## src/rtl/avst_colour_bar_tpg.sv

```systemverilog
// Avalon-ST Video test pattern source: control packet + video packet per frame,
// 24-bit RGB, four patterns (bars, ramp, checker, white).
module avst_colour_bar_tpg #(
  parameter int unsigned WIDTH  = 1280,
  parameter int unsigned HEIGHT = 720
) (
  input  logic        clk,
  input  logic        reset,
  input  logic        enable,
  input  logic [1:0]  mode,
  input  logic        dout_ready,
  output logic        dout_valid,
  output logic [23:0] dout_data,
  output logic        dout_startofpacket,
  output logic        dout_endofpacket,
  output logic [15:0] frame_count,
  output logic        busy
);

  localparam int unsigned BAR_W    = WIDTH / 8;
  localparam logic [15:0] W16      = 16'(WIDTH);
  localparam logic [15:0] H16      = 16'(HEIGHT);
  localparam logic [15:0] X_LAST   = 16'(WIDTH - 1);
  localparam logic [15:0] Y_LAST   = 16'(HEIGHT - 1);
  localparam logic [15:0] RUN_LAST = 16'(BAR_W - 1);

  typedef enum logic [2:0] {
    IDLE, CTRL_HDR, CTRL_0, CTRL_1, CTRL_2, VID_HDR, PIXEL
  } state_t;

  state_t      state_q, state_d;
  logic [15:0] x_q, x_d, y_q, y_d, run_q, run_d;
  logic [2:0]  bar_q, bar_d;
  logic [1:0]  mode_q, mode_d;
  logic [15:0] count_d;
  logic [23:0] data_d;
  logic        valid_d, sop_d, eop_d, busy_d;
  logic        advance;

  // Colour of one pixel for the latched pattern
  function automatic logic [23:0] pixel_rgb(input logic [1:0] m, input logic [7:0] px8,
                                            input logic px5, input logic py5,
                                            input logic [2:0] b);
    logic [23:0] rgb;
    rgb = 24'hFFFFFF;
    case (m)
      2'd0: begin
        case (b)
          3'd0:    rgb = 24'hFFFFFF;
          3'd1:    rgb = 24'hFFFF00;
          3'd2:    rgb = 24'h00FFFF;
          3'd3:    rgb = 24'h00FF00;
          3'd4:    rgb = 24'hFF00FF;
          3'd5:    rgb = 24'hFF0000;
          3'd6:    rgb = 24'h0000FF;
          default: rgb = 24'h000000;
        endcase
      end
      2'd1:    rgb = {px8, px8, px8};
      2'd2:    rgb = (px5 ^ py5) ? 24'hFFFFFF : 24'h000000;
      default: rgb = 24'hFFFFFF;
    endcase
    return rgb;
  endfunction

  // Next beat: advance on acceptance (IDLE always evaluates), else hold
  always_comb begin
    state_d = state_q;
    x_d     = x_q;
    y_d     = y_q;
    run_d   = run_q;
    bar_d   = bar_q;
    mode_d  = mode_q;
    count_d = frame_count;
    valid_d = dout_valid;
    data_d  = dout_data;
    sop_d   = dout_startofpacket;
    eop_d   = dout_endofpacket;
    advance = (state_q == IDLE) || dout_ready;

    if (advance) begin
      valid_d = 1'b1;
      sop_d   = 1'b0;
      eop_d   = 1'b0;
      data_d  = 24'h000000;
      case (state_q)
        IDLE: begin
          if (enable) begin
            state_d = CTRL_HDR;
            mode_d  = mode;
            data_d  = 24'h00000F;
            sop_d   = 1'b1;
          end else begin
            valid_d = 1'b0;
          end
        end
        CTRL_HDR: begin
          state_d = CTRL_0;
          data_d  = {4'h0, W16[7:4], 4'h0, W16[11:8], 4'h0, W16[15:12]};
        end
        CTRL_0: begin
          state_d = CTRL_1;
          data_d  = {4'h0, H16[11:8], 4'h0, H16[15:12], 4'h0, W16[3:0]};
        end
        CTRL_1: begin
          state_d = CTRL_2;
          data_d  = {4'h0, 4'h3, 4'h0, H16[3:0], 4'h0, H16[7:4]};
          eop_d   = 1'b1;
        end
        CTRL_2: begin
          state_d = VID_HDR;
          sop_d   = 1'b1;
        end
        VID_HDR: begin
          state_d = PIXEL;
          x_d     = 16'd0;
          y_d     = 16'd0;
          run_d   = 16'd0;
          bar_d   = 3'd0;
          data_d  = pixel_rgb(mode_q, 8'd0, 1'b0, 1'b0, 3'd0);
        end
        PIXEL: begin
          if (x_q == X_LAST && y_q == Y_LAST) begin
            count_d = frame_count + 16'd1;
            if (enable) begin
              state_d = CTRL_HDR;
              mode_d  = mode;
              data_d  = 24'h00000F;
              sop_d   = 1'b1;
            end else begin
              state_d = IDLE;
              valid_d = 1'b0;
            end
          end else begin
            if (x_q == X_LAST) begin
              x_d   = 16'd0;
              y_d   = y_q + 16'd1;
              run_d = 16'd0;
              bar_d = 3'd0;
            end else begin
              x_d = x_q + 16'd1;
              // Run counter replaces x / (WIDTH/8); bar 7 soaks up the remainder
              if (run_q == RUN_LAST && bar_q != 3'd7) begin
                run_d = 16'd0;
                bar_d = bar_q + 3'd1;
              end else begin
                run_d = run_q + 16'd1;
              end
            end
            data_d = pixel_rgb(mode_q, x_d[7:0], x_d[5], y_d[5], bar_d);
            eop_d  = (x_d == X_LAST) && (y_d == Y_LAST);
          end
        end
        default: begin
          state_d = IDLE;
          valid_d = 1'b0;
        end
      endcase
    end
    busy_d = (state_d != IDLE);
  end

  // State, counters and registered outputs
  always_ff @(posedge clk or posedge reset) begin
    if (reset) begin
      state_q            <= IDLE;
      x_q                <= 16'd0;
      y_q                <= 16'd0;
      run_q              <= 16'd0;
      bar_q              <= 3'd0;
      mode_q             <= 2'd0;
      frame_count        <= 16'd0;
      dout_valid         <= 1'b0;
      dout_data          <= 24'h000000;
      dout_startofpacket <= 1'b0;
      dout_endofpacket   <= 1'b0;
      busy               <= 1'b0;
    end else begin
      state_q            <= state_d;
      x_q                <= x_d;
      y_q                <= y_d;
      run_q              <= run_d;
      bar_q              <= bar_d;
      mode_q             <= mode_d;
      frame_count        <= count_d;
      dout_valid         <= valid_d;
      dout_data          <= data_d;
      dout_startofpacket <= sop_d;
      dout_endofpacket   <= eop_d;
      busy               <= busy_d;
    end
  end

endmodule

```

## config.mk

```make
export PLATFORM = sky130hd
export DESIGN_NAME = avst_colour_bar_tpg
export DESIGN_NICKNAME = d
export VERILOG_FILES = /design/src/rtl/avst_colour_bar_tpg.sv
export SDC_FILE = /design/constraint.sdc
export NUM_CORES = 1
export LEC_CHECK = 0
export ABC_AREA = 1
export CORE_AREA = 5 5 113 115
export CTS_CLUSTER_SIZE = 10
export DETAILED_ROUTE_END_ITERATION = 10
export DIE_AREA = 0 0 118 120
export DONT_BUFFER_PORTS = 1
export PLACE_DENSITY_LB_ADDON = 0.1
export SLEW_MARGIN = 15
export SYNTH_ARGS = -nofsm -noshare
export SYNTH_HDL_FRONTEND = slang
export SYNTH_SLANG_ARGS = --single-unit
```

## constraint.sdc

```tcl
create_clock -name clk -period 3.7 [get_ports clk]
set_clock_uncertainty 0.15 [all_clocks]
set_input_delay 0.37 -clock clk [delete_from_list [all_inputs] [get_ports clk]]
set_output_delay 0.37 -clock clk [all_outputs]
set_load 0.05 [all_outputs]
```

==> results.cfg, run 1 <==
[die]
design.core.area_um2 = 11700
chipWidth_um = 118
core.rowCount = 40
top_level_ports = 50
initial_core_util = 0.536
die_height_um = 120
floorplan_die_area_um2 = 14200

[global_route]
pin_count_of_the_biggest_net_entering_global_routing = 82
grt.total_usage = 0.217
gr-total-overflow = 0
grt_pass1_vias = 5364
grt_pass1_wl_mm = 25.9
antenna_found_initial = 0

[power_and_ir_drop]
relative_contribution_of_combinational_cells_to_total_power = 0.265
seqPwrFrac = 0.483
net-switching-power_mw = 1.82
irDropWorstVdd_mv = 0.467
power_report.internal_total_mw = 2.21
power_frac_clock = 0.252
netSwitchingFraction = 0.452
power_density_nw_per_um2 = 605
total_leakage_power_nw = 3.19

[timing]
finalHoldWorstSlack_ps = -25.5
relSlewSlack = 0.320
rsz0062_at_grt = false
count_of_endpoints_failing_hold_in_the_final_timing_report = 11
max_slew_violations = 0
timing.final.setup_violations = 0
post-route-min-period_ps = 2960
tightestPinTransition_ps = 1020
final.setup.tns_ps = 0
clock.fmax_mhz = 338
final.period_utilization = 0.800
pnr_worst_setup_slack_ps = 738

[synth]
cell_types_with_the_highest_counts_after_synthesis = nand2_1 (271), dfrtp_1 (100), nor2_1 (86)
synthArstFlopShare = 1.00
mappedNetlistArea_um2 = 6270
netlist.top_cell.by_area = dfrtp_1
yosys.area.top_type_share = 0.399
dominant_cells_by_area_after_synthesis = dfrtp_1 (40%), nand2_1 (16%), nor2_1 (5.1%)
post-synth-top-count-cell = nand2_1
synth-main-ff-cell = dfrtp_1
syn_area_per_cell_um2 = 7.32
postSynthCellCount = 857
synth-seq-cells = 100
synth_cell_type_count = 51
post_synth_edffs = 0
synth_seq_area_share = 0.399
mappedNetlistNets = 873
yosys_warnings = 0

[critical_path]
worst-endpoint-arrival_ps = 3040
cpPeakStageDelay_ps = 460
required_ps = 3780
critical_path.max_fanout = 26
register_to_register_setup_slack_ps = 740
cp-end-kind = flop
setup.worst_path.start_class = flop
rr_worst_depth = 11
timing.rr.end = y_q[6]
worstSetupStartpoint = x_q[0]
cp_cell_instances = ha_1 -> nand3_2 -> nor2_4 -> nand2_4 -> nor2_4 -> nand2_4 -> nand2_1 -> inv_2 -> nand2_1 -> inv_1 -> a32o_1
critPathSlowestCell = nand2_1
worst_r2r_startpoint = x_q[0]
setup.worst_path.end = y_q[6]
critPathKind = reg2reg

[finish]
multi_input_area_um2 = 3260
layout.filler_cells = 1138
antenna_diode_count = 0
syn2layout_area_growth_pct = 6.02
share_of_cells_above_drive_strength_1 = 0.0844
final_stage_net_count = 864
layout.area.seq_um2 = 2500
layoutNonFillerInstCount = 1000

[detailed_routing]
firstDrtPassIters = 5
totalWireLength_mm = 14.8
detailedRoute.firstIterationViolations = 358
num_vias = 5447
drt-wirelength-per-cell_um = 14.8
viasPerCell = 5.45
ant_nets = 0
route.detailed.drc = 0

[clocking]
clk_pin_slew_ps = 70
cts.sink_count = 100
clock_insertion_delay_worst_skew_ps = 360
clock_tree.htree_level_count = 3
clock_tree_from_tritoncts = built
cts_repair_resize_count = 0
ctsRootBufferMaster = clkbuf_16
post_cts_buffers = 0
clockBufferDepth = 2
cts_hold_buffers = 1
cts_inserted_buffers = 9

[run_status]
violations_in_the_final_reports = hold timing
outcome = complete, but fails checks

[placement]
place_congestion = 0.910
numPortBuffers = 0
dpl_worst_slack_ps = 746
dp_hpwl_mm = 10.7
dpl.cell_count = 983

[flow_run]
max_cap_viol_count = 0

[worst_hold_path]
hold_path_class = in2async
[registers in the layout, indices dropped and copies added, names as in the netlist]
name                cells
bar_q                   3
dout_startofpacket      1
dout_data              24
mode_q                  2
state_q                 3
run_q                  16
dout_valid              1
y_q                    16
x_q                    16
busy                    1
frame_count            16
dout_endofpacket        1
[final cells by class]
type / count / area share
Multi-Input combinational cell: 641 / 0.490
Sequential cell: 100 / 0.376
Inverter: 90 / 0.0521
Clock buffer: 9 / 0.0339
Tap cell: 147 / 0.0277
Clock inverter: 7 / 0.0134
Timing Repair Buffer: 6 / 0.00715
[routing by layer]
metal / GRT usage / routed length [µm] / up-vias
met2: 0.344 / 6830 / 122
met1: 0.301 / 6890 / 2563
met4: 0.0538 / 170 / 0
li1: - / - / 2749
met5: 0 / 0 / -
met3: 0.0518 / 859 / 13
[cell usage in the layout, fill, tap and decap left out, drive strengths merged, types with 3 or more instances in the layout]
cell and instances:
nand2 281, nor2 103, dfrtp 100, inv 89
nand3 60, o21ai 58, a21oi 35, nand4 27
xor2 20, ha 10, nor3 10, clkbuf 9
xnor2 7, clkinv 6, a22o 5, nor4 5
buf 5, nand3b 3
[cell families (layout without fill, tap and decap cells)]
logic type | after synthesis | in the layout | synth area share
simple gates | 493 | 493 | 0.360
xor+xnor | 27 | 27 | 0.0377
compound gates | 111 | 111 | 0.101
fa+ha+maj | 10 | 10 | 0.0199
buf+inv | 116 | 112 | 0.0824
flops | 100 | 100 | 0.399
[per-stage QoR]
| stage | utilization | area (µm²) | total power [mW] | hold WS, ps |
|---|---|---|---|---|
| floorplan | - | 6270 | 2.80 | 328 |
| global placement | 0.540 | 6330 | 3.01 | 331 |
| detailed placement | 0.540 | 6330 | 3.03 | 342 |
| CTS | 0.568 | 6650 | 4.05 | 18.3 |
| global route | 0.568 | 6650 | 4.30 | 19.3 |
| finish | 0.568 | 6650 | 4.03 | -25.5 |
[power groups by stage]
stage                     logic, mW  clock network [mW]  registers, mW
after floorplan               0.895                   0           1.90
after global placement         1.05                   0           1.96
after detailed placement       1.07                   0           1.96
after CTS                      1.08                1.03           1.95
after global routing           1.24                1.08           1.98
final                          1.07                1.02           1.94
[critical path: cells and delay by family, from the launching register on]
kind	cells	cell delay [ps]
AOI/OAI and AO/OA	1	280
DFF	1	390
adders and majority gates	1	250
buffers and inverters	2	380
and+or+nand+nor	7	1380
[how the worst min path moves through the flow]
stage                          start  cells past startpoint  slack [ps]        endpoint
after floorplan             bar_q[1]                      2         330        bar_q[1]
after global placement    dout_ready                      1         330      state_q[0]
after detailed placement  dout_ready                      1         340      state_q[0]
after CTS                 dout_ready                      1          20      state_q[2]
after global routing      dout_ready                      1          20      state_q[2]
final                          reset                      1         -30  frame_count[6]
No activity file was read; power rests on OpenSTA's default activity.
==> run 2: changes to the inputs <==
==> constraint.sdc (replaced) <==
create_clock -name clk -period 2.76 [get_ports clk]
set_clock_uncertainty 0.15 [all_clocks]
set_input_delay 0.276 -clock clk [delete_from_list [all_inputs] [get_ports clk]]
set_output_delay 0.276 -clock clk [all_outputs]
set_load 0.05 [all_outputs]
==> run 2 against run 1 <==
First-iteration DRC count grew 9.8%. Die area unchanged. Critical path depth grew 1. Setup slack lost 570 ps. Combinational power up 39%. Sequential share of layout area is 0.73 points lower. Clock power rose by 24%. Critical endpoint is now dout_data[12]. Register-to-register slack worse by 570 ps. Count of clock-buffer cells in the layout increased by 1. The flow now finishes without violations.
==> results.cfg, run 2 (same netlist as run 1, synthesis figures left out) <==
[run_status]
outcome = completed

[power_and_ir_drop]
netSwitchingFraction = 0.469
seqPwrFrac = 0.486
relative_contribution_of_combinational_cells_to_total_power = 0.278
total_leakage_power_nw = 3.25
irDropWorstVdd_mv = 0.785
net-switching-power_mw = 2.52
power_report.internal_total_mw = 2.85
power_density_nw_per_um2 = 790
power_mw = 5.36
power_frac_clock = 0.236

[detailed_routing]
viasPerCell = 5.49
route.detailed.drc = 0
firstDrtPassIters = 5
detailedRoute.firstIterationViolations = 393
drt-wirelength-per-cell_um = 14.9
totalWireLength_mm = 15.2
ant_nets = 0
num_vias = 5574

[timing]
count_of_endpoints_failing_hold_in_the_final_timing_report = 0
finalHoldWorstSlack_ps = 11.2
relSlewSlack = 0.458
rsz0062_at_grt = false
post-route-min-period_ps = 2590
max_slew_violations = 0
clock.fmax_mhz = 386
timing.final.setup_violations = 0
final.period_utilization = 0.938
pnr_worst_setup_slack_ps = 171
final.setup.tns_ps = 0
tightestPinTransition_ps = 811

[clocking]
cts_inserted_buffers = 9
cts.sink_count = 100
clockBufferDepth = 2
clock_insertion_delay_worst_skew_ps = 360
clk_pin_slew_ps = 70
clock_tree_from_tritoncts = built
clock_tree.htree_level_count = 3
ctsRootBufferMaster = clkbuf_16
post_cts_buffers = 0

[die]
design.core.area_um2 = 11700
chipWidth_um = 118
top_level_ports = 50
floorplan_die_area_um2 = 14200
die_height_um = 120
core.rowCount = 40
initial_core_util = 0.536

[global_route]
grt.total_usage = 0.219
grt_pass1_wl_mm = 26.2
grt_pass1_vias = 5247
antenna_found_initial = 0
pin_count_of_the_biggest_net_entering_global_routing = 42
gr-total-overflow = 0

[critical_path]
worst-endpoint-arrival_ps = 2670
required_ps = 2840
cp-end-kind = flop
register_to_register_setup_slack_ps = 170
critical_path.max_fanout = 8
setup.worst_path.start_class = flop
critPathKind = reg2reg

[placement]
numPortBuffers = 0
dpl_worst_slack_ps = 173
place_congestion = 0.935
area_after_detailed_placement_um2 = 6440
dp_hpwl_mm = 11.0
dpl.cell_count = 995

[flow_run]
max_cap_viol_count = 0

[finish]
finalCoreUtilization = 0.579
finish.instance_area_um2 = 6780
antenna_diode_count = 0
layout.cells.most_common_list = nand2_1 (271), dfrtp_1 (100), nor2_1 (85)
regMostFlops = dout_data
layoutNonFillerInstCount = 1015
syn2layout_area_growth_pct = 8.12
layout_commonest_cell = nand2_1
largest_reg_flops = 24
layout.filler_cells = 1128
share_of_cells_above_drive_strength_1 = 0.0968
final_stage_net_count = 879

[worst_hold_path]
hold_path_class = in2reg
[run 2: cell count changes in the layout (fill, tap and decap cells not counted)]
cell           delta
a21oi_2           -1
clkinv_4          +1
buf_4            +10
inv_4             -1
buf_12            +2
a21oi_4           +1
clkinvlp_4        +3
clkinv_2          -4
inv_8             +1
clkbuf_8          +1
bufinv_16         -2
dlygate4sd3_1     +3
inv_6             +1
[run 2: layout make-up]
type                    count  area [µm²]  share of cell area
multi-input cells         641        3260               0.481
flip-flops and latches    100        2500               0.369
inverters                  90         348              0.0513
clock buffers              10         239              0.0352
repair buffers             21         193              0.0284
well taps                 147         184              0.0271
clock inverters             6        52.6             0.00775
[run 2: worst paths after layout]
path	from	end	depth (start not counted)
setup reg to reg	bar_q[0]	dout_data[12]	12
hold reg to reg	frame_count[8]	frame_count[8]	1
hold / removal	dout_ready	state_q[1]	2
max in group asynchronous	reset	mode_q[1]	3
min in group asynchronous	reset	frame_count[12]	2
setup / recovery	bar_q[0]	dout_data[12]	12
[run 2: repair_timing]
action                     in CTS  in global routing
hold buffers                    4                  0
hold endpoints to repair       40                  0
setup endpoints to repair       0                  2
resized for setup               0                  1
[run 2: metal layers]
metal,global-route usage,share of wire,vias up
met5,0,0,-
met2,0.346,0.46,126
li1,-,-,2777
met3,0.0650,0.060,14
met4,0.0430,0.011,0
met1,0.302,0.46,2657
[run 2: power by group through the flow]
stage               sequential (mW)  clock (mW)  combinational, mW
CTS                            2.61        1.28               1.49
global route                   2.65        1.35               1.71
global placement               2.63           0               1.45
floorplan                      2.55           0               1.20
finish                         2.61        1.26               1.49
detailed placement             2.63           0               1.49
[run 2: worst max-delay path: stages (launching register included)]
cell,delay (ps)
dfrtp_1,420
ha_1,210
ha_1,170
inv_1,50
nand4_1,80
nor2_1,240
nand2_1,160
nand2_1,90
nand3_1,110
a21oi_2,380
nand3_1,150
a21oi_1,180
o21ai_1,70
==> run 3: changes to the inputs <==
--- a/config.mk
+++ b/config.mk
@@ -6,10 +6,14 @@
 export NUM_CORES = 1
 export LEC_CHECK = 0
 export ABC_AREA = 1
-export CORE_AREA = 5 5 113 115
+export CAP_MARGIN = 20
+export CELL_PAD_IN_SITES_DETAIL_PLACEMENT = 0
+export CELL_PAD_IN_SITES_GLOBAL_PLACEMENT = 1
+export CORE_AREA = 5 5 122 124
+export CTS_CLUSTER_DIAMETER = 50
 export CTS_CLUSTER_SIZE = 10
 export DETAILED_ROUTE_END_ITERATION = 10
-export DIE_AREA = 0 0 118 120
+export DIE_AREA = 0 0 127 129
 export DONT_BUFFER_PORTS = 1
 export PLACE_DENSITY_LB_ADDON = 0.1
 export SLEW_MARGIN = 15
==> run 3 against run 2 <==
Fmax up 2.6%. Final cell count increased by 3.7%. Clock power is 4% higher. Sequential share of layout area decreased by 0.53 points. Sequential power barely moved. Total power grew 1.9%. Register-to-register slack better by 70 ps. Setup slack improved by 66 ps. Highest routed layer unchanged. Global-route usage down 1.9 points. Sequential cell count is the same.
==> results.cfg, run 3 (same netlist as run 1, synthesis figures left out) <==
[run_status]
outcome = completed

[detailed_routing]
firstDrtPassIters = 5
totalWireLength_mm = 15.7
num_vias = 5455
route.detailed.drc = 0
ant_nets = 0
detailedRoute.firstIterationViolations = 386
viasPerCell = 5.18
drt-wirelength-per-cell_um = 14.9

[power_and_ir_drop]
power_frac_clock = 0.240
net-switching-power_mw = 2.53
netSwitchingFraction = 0.463
irDropWorstVdd_mv = 0.676
seqPwrFrac = 0.479
power_report.internal_total_mw = 2.93
relative_contribution_of_combinational_cells_to_total_power = 0.282
total_leakage_power_nw = 3.27
power_density_nw_per_um2 = 794

[critical_path]
setup.worst_path.start_class = flop
worstSetupStartpoint = y_q[1]
cpLargestDelayFamily = simple AND/OR/NAND/NOR gates
critPathKind = reg2reg
rr_worst_depth = 8
cpPeakStageDelay_ps = 540
worst_r2r_startpoint = y_q[1]
worst-endpoint-arrival_ps = 2610
cp_cell_instances = ha_1 -> nand3_1 -> inv_1 -> nand4_1 -> nor4_1 -> nand3_1 -> nand2_1 -> o21ai_0
critical_path.max_fanout = 5
critical-path-top-cell-by-count = nand3_1
timing.rr.end = frame_count[14]
required_ps = 2840
critPathSlowestCell = nor4_1
register_to_register_setup_slack_ps = 240
cp-end-kind = flop
crit_buf_inv = 1

[clocking]
clockBufferDepth = 2
post_cts_buffers = 0
cts_inserted_buffers = 9
cts.sink_count = 100
clock_tree.htree_level_count = 3
clk_pin_slew_ps = 70
clock_tree_from_tritoncts = built
ctsRootBufferMaster = clkbuf_16
clock_insertion_delay_worst_skew_ps = 350

[placement]
place_congestion = 0.901
numPortBuffers = 0
dpl_worst_slack_ps = 186
dp_hpwl_mm = 11.7

[timing]
rsz0062_at_grt = false
max_slew_violations = 0
timing.final.setup_violations = 0
pnr_worst_setup_slack_ps = 236
relSlewSlack = 0.419
final.period_utilization = 0.914
count_of_endpoints_failing_hold_in_the_final_timing_report = 0
post-route-min-period_ps = 2520
clock.fmax_mhz = 396
final.setup.tns_ps = 0
tightestPinTransition_ps = 870

[worst_hold_path]
hold_path_class = in2reg
holdPathEnd = mode_q[1]
worst_hold_startpoint = dout_ready
hold_depth = 3

[finish]
antenna_diode_count = 0
syn2layout_area_growth_pct = 9.69
share_of_cells_above_drive_strength_1 = 0.102
largest_reg_flops = 24
final_stage_net_count = 884
layout_commonest_cell = nand2_1
layout.cells.most_common_list = nand2_1 (271), dfrtp_1 (100), nor2_1 (84)
layout.filler_cells = 1374
regMostFlops = dout_data

[die]
core.rowCount = 43
floorplan_die_area_um2 = 16400
chipWidth_um = 127
top_level_ports = 50
design.core.area_um2 = 13700
initial_core_util = 0.459
die_height_um = 129

[global_route]
gr-total-overflow = 0
grt.total_usage = 0.201
grt_pass1_wl_mm = 26.8
pin_count_of_the_biggest_net_entering_global_routing = 42
antenna_found_initial = 0
grt_pass1_vias = 5360

[flow_run]
max_cap_viol_count = 0
==> run 3: stage by stage <==
step | hold WS (ps) | power [mW] | util | instance area (µm²) | cells
after floorplan | 285 | 3.75 | - | 6280 | 857
after global placement | 208 | 4.15 | 0.477 | 6520 | 1033
after detailed placement | 209 | 4.16 | 0.477 | 6520 | 1033
after CTS | 66.7 | 5.50 | 0.502 | 6860 | 1053
after global routing | 96.3 | 5.83 | 0.503 | 6880 | 1053
final | 82.4 | 5.46 | 0.503 | 6880 | 1053
==> run 3: worst reg2reg max path: cells and delay by family, from the launching register on <==
kind | cells | cell delay, ps
flip-flops | 1 | 420
AO/OA/AOI/OAI | 1 | 80
adder cells (fa/ha/maj) | 1 | 270
buffers and inverters | 1 | 200
AND/OR/NAND/NOR | 5 | 1290
==> run 3: worst max path at each step <==
stage | slack (ps) | endpoint | cells past startpoint
floorplan | 620 | dout_data[12] | 12
global placement | 210 | dout_data[12] | 12
detailed placement | 190 | dout_data[12] | 12
CTS | 180 | dout_data[12] | 12
global route | 20 | dout_data[2] | 16
finish | 240 | frame_count[14] | 8
==> run 3: metal layers <==
layer	vias up	part of all wire	GRT usage
met5	-	0	0
met4	0	0.015	0.0612
met3	14	0.042	0.0349
met2	90	0.45	0.327
met1	2557	0.49	0.275
li1	2794	-	-
==> run 3: layout make-up <==
type	instances	area, µm²	share of cell area
Clock buffer	10	229	0.0333
Clock inverter	6	72.6	0.0105
Sequential cell	100	2500	0.364
Multi-Input combinational cell	641	3270	0.476
Timing Repair Buffer	26	230	0.0335
Inverter	90	348	0.0506
Tap cell	180	225	0.0327
==> run 3: power by group through the flow <==
stage | sequential, mW | clock, mW | combinational (mW)
2_1_floorplan | 2.55 | 0 | 1.20
3_3_place_gp | 2.64 | 0 | 1.51
3_5_place_dp | 2.64 | 0 | 1.53
4_1_cts | 2.62 | 1.35 | 1.53
5_1_grt | 2.65 | 1.41 | 1.76
6_report | 2.61 | 1.31 | 1.54
==> run 3: timing repair <==
item | CTS | global route
endpoints found under the setup margin | 0 | 9
hold endpoints to repair | 40 | 0
gates resized for setup | 0 | 3
hold buffers | 4 | 0
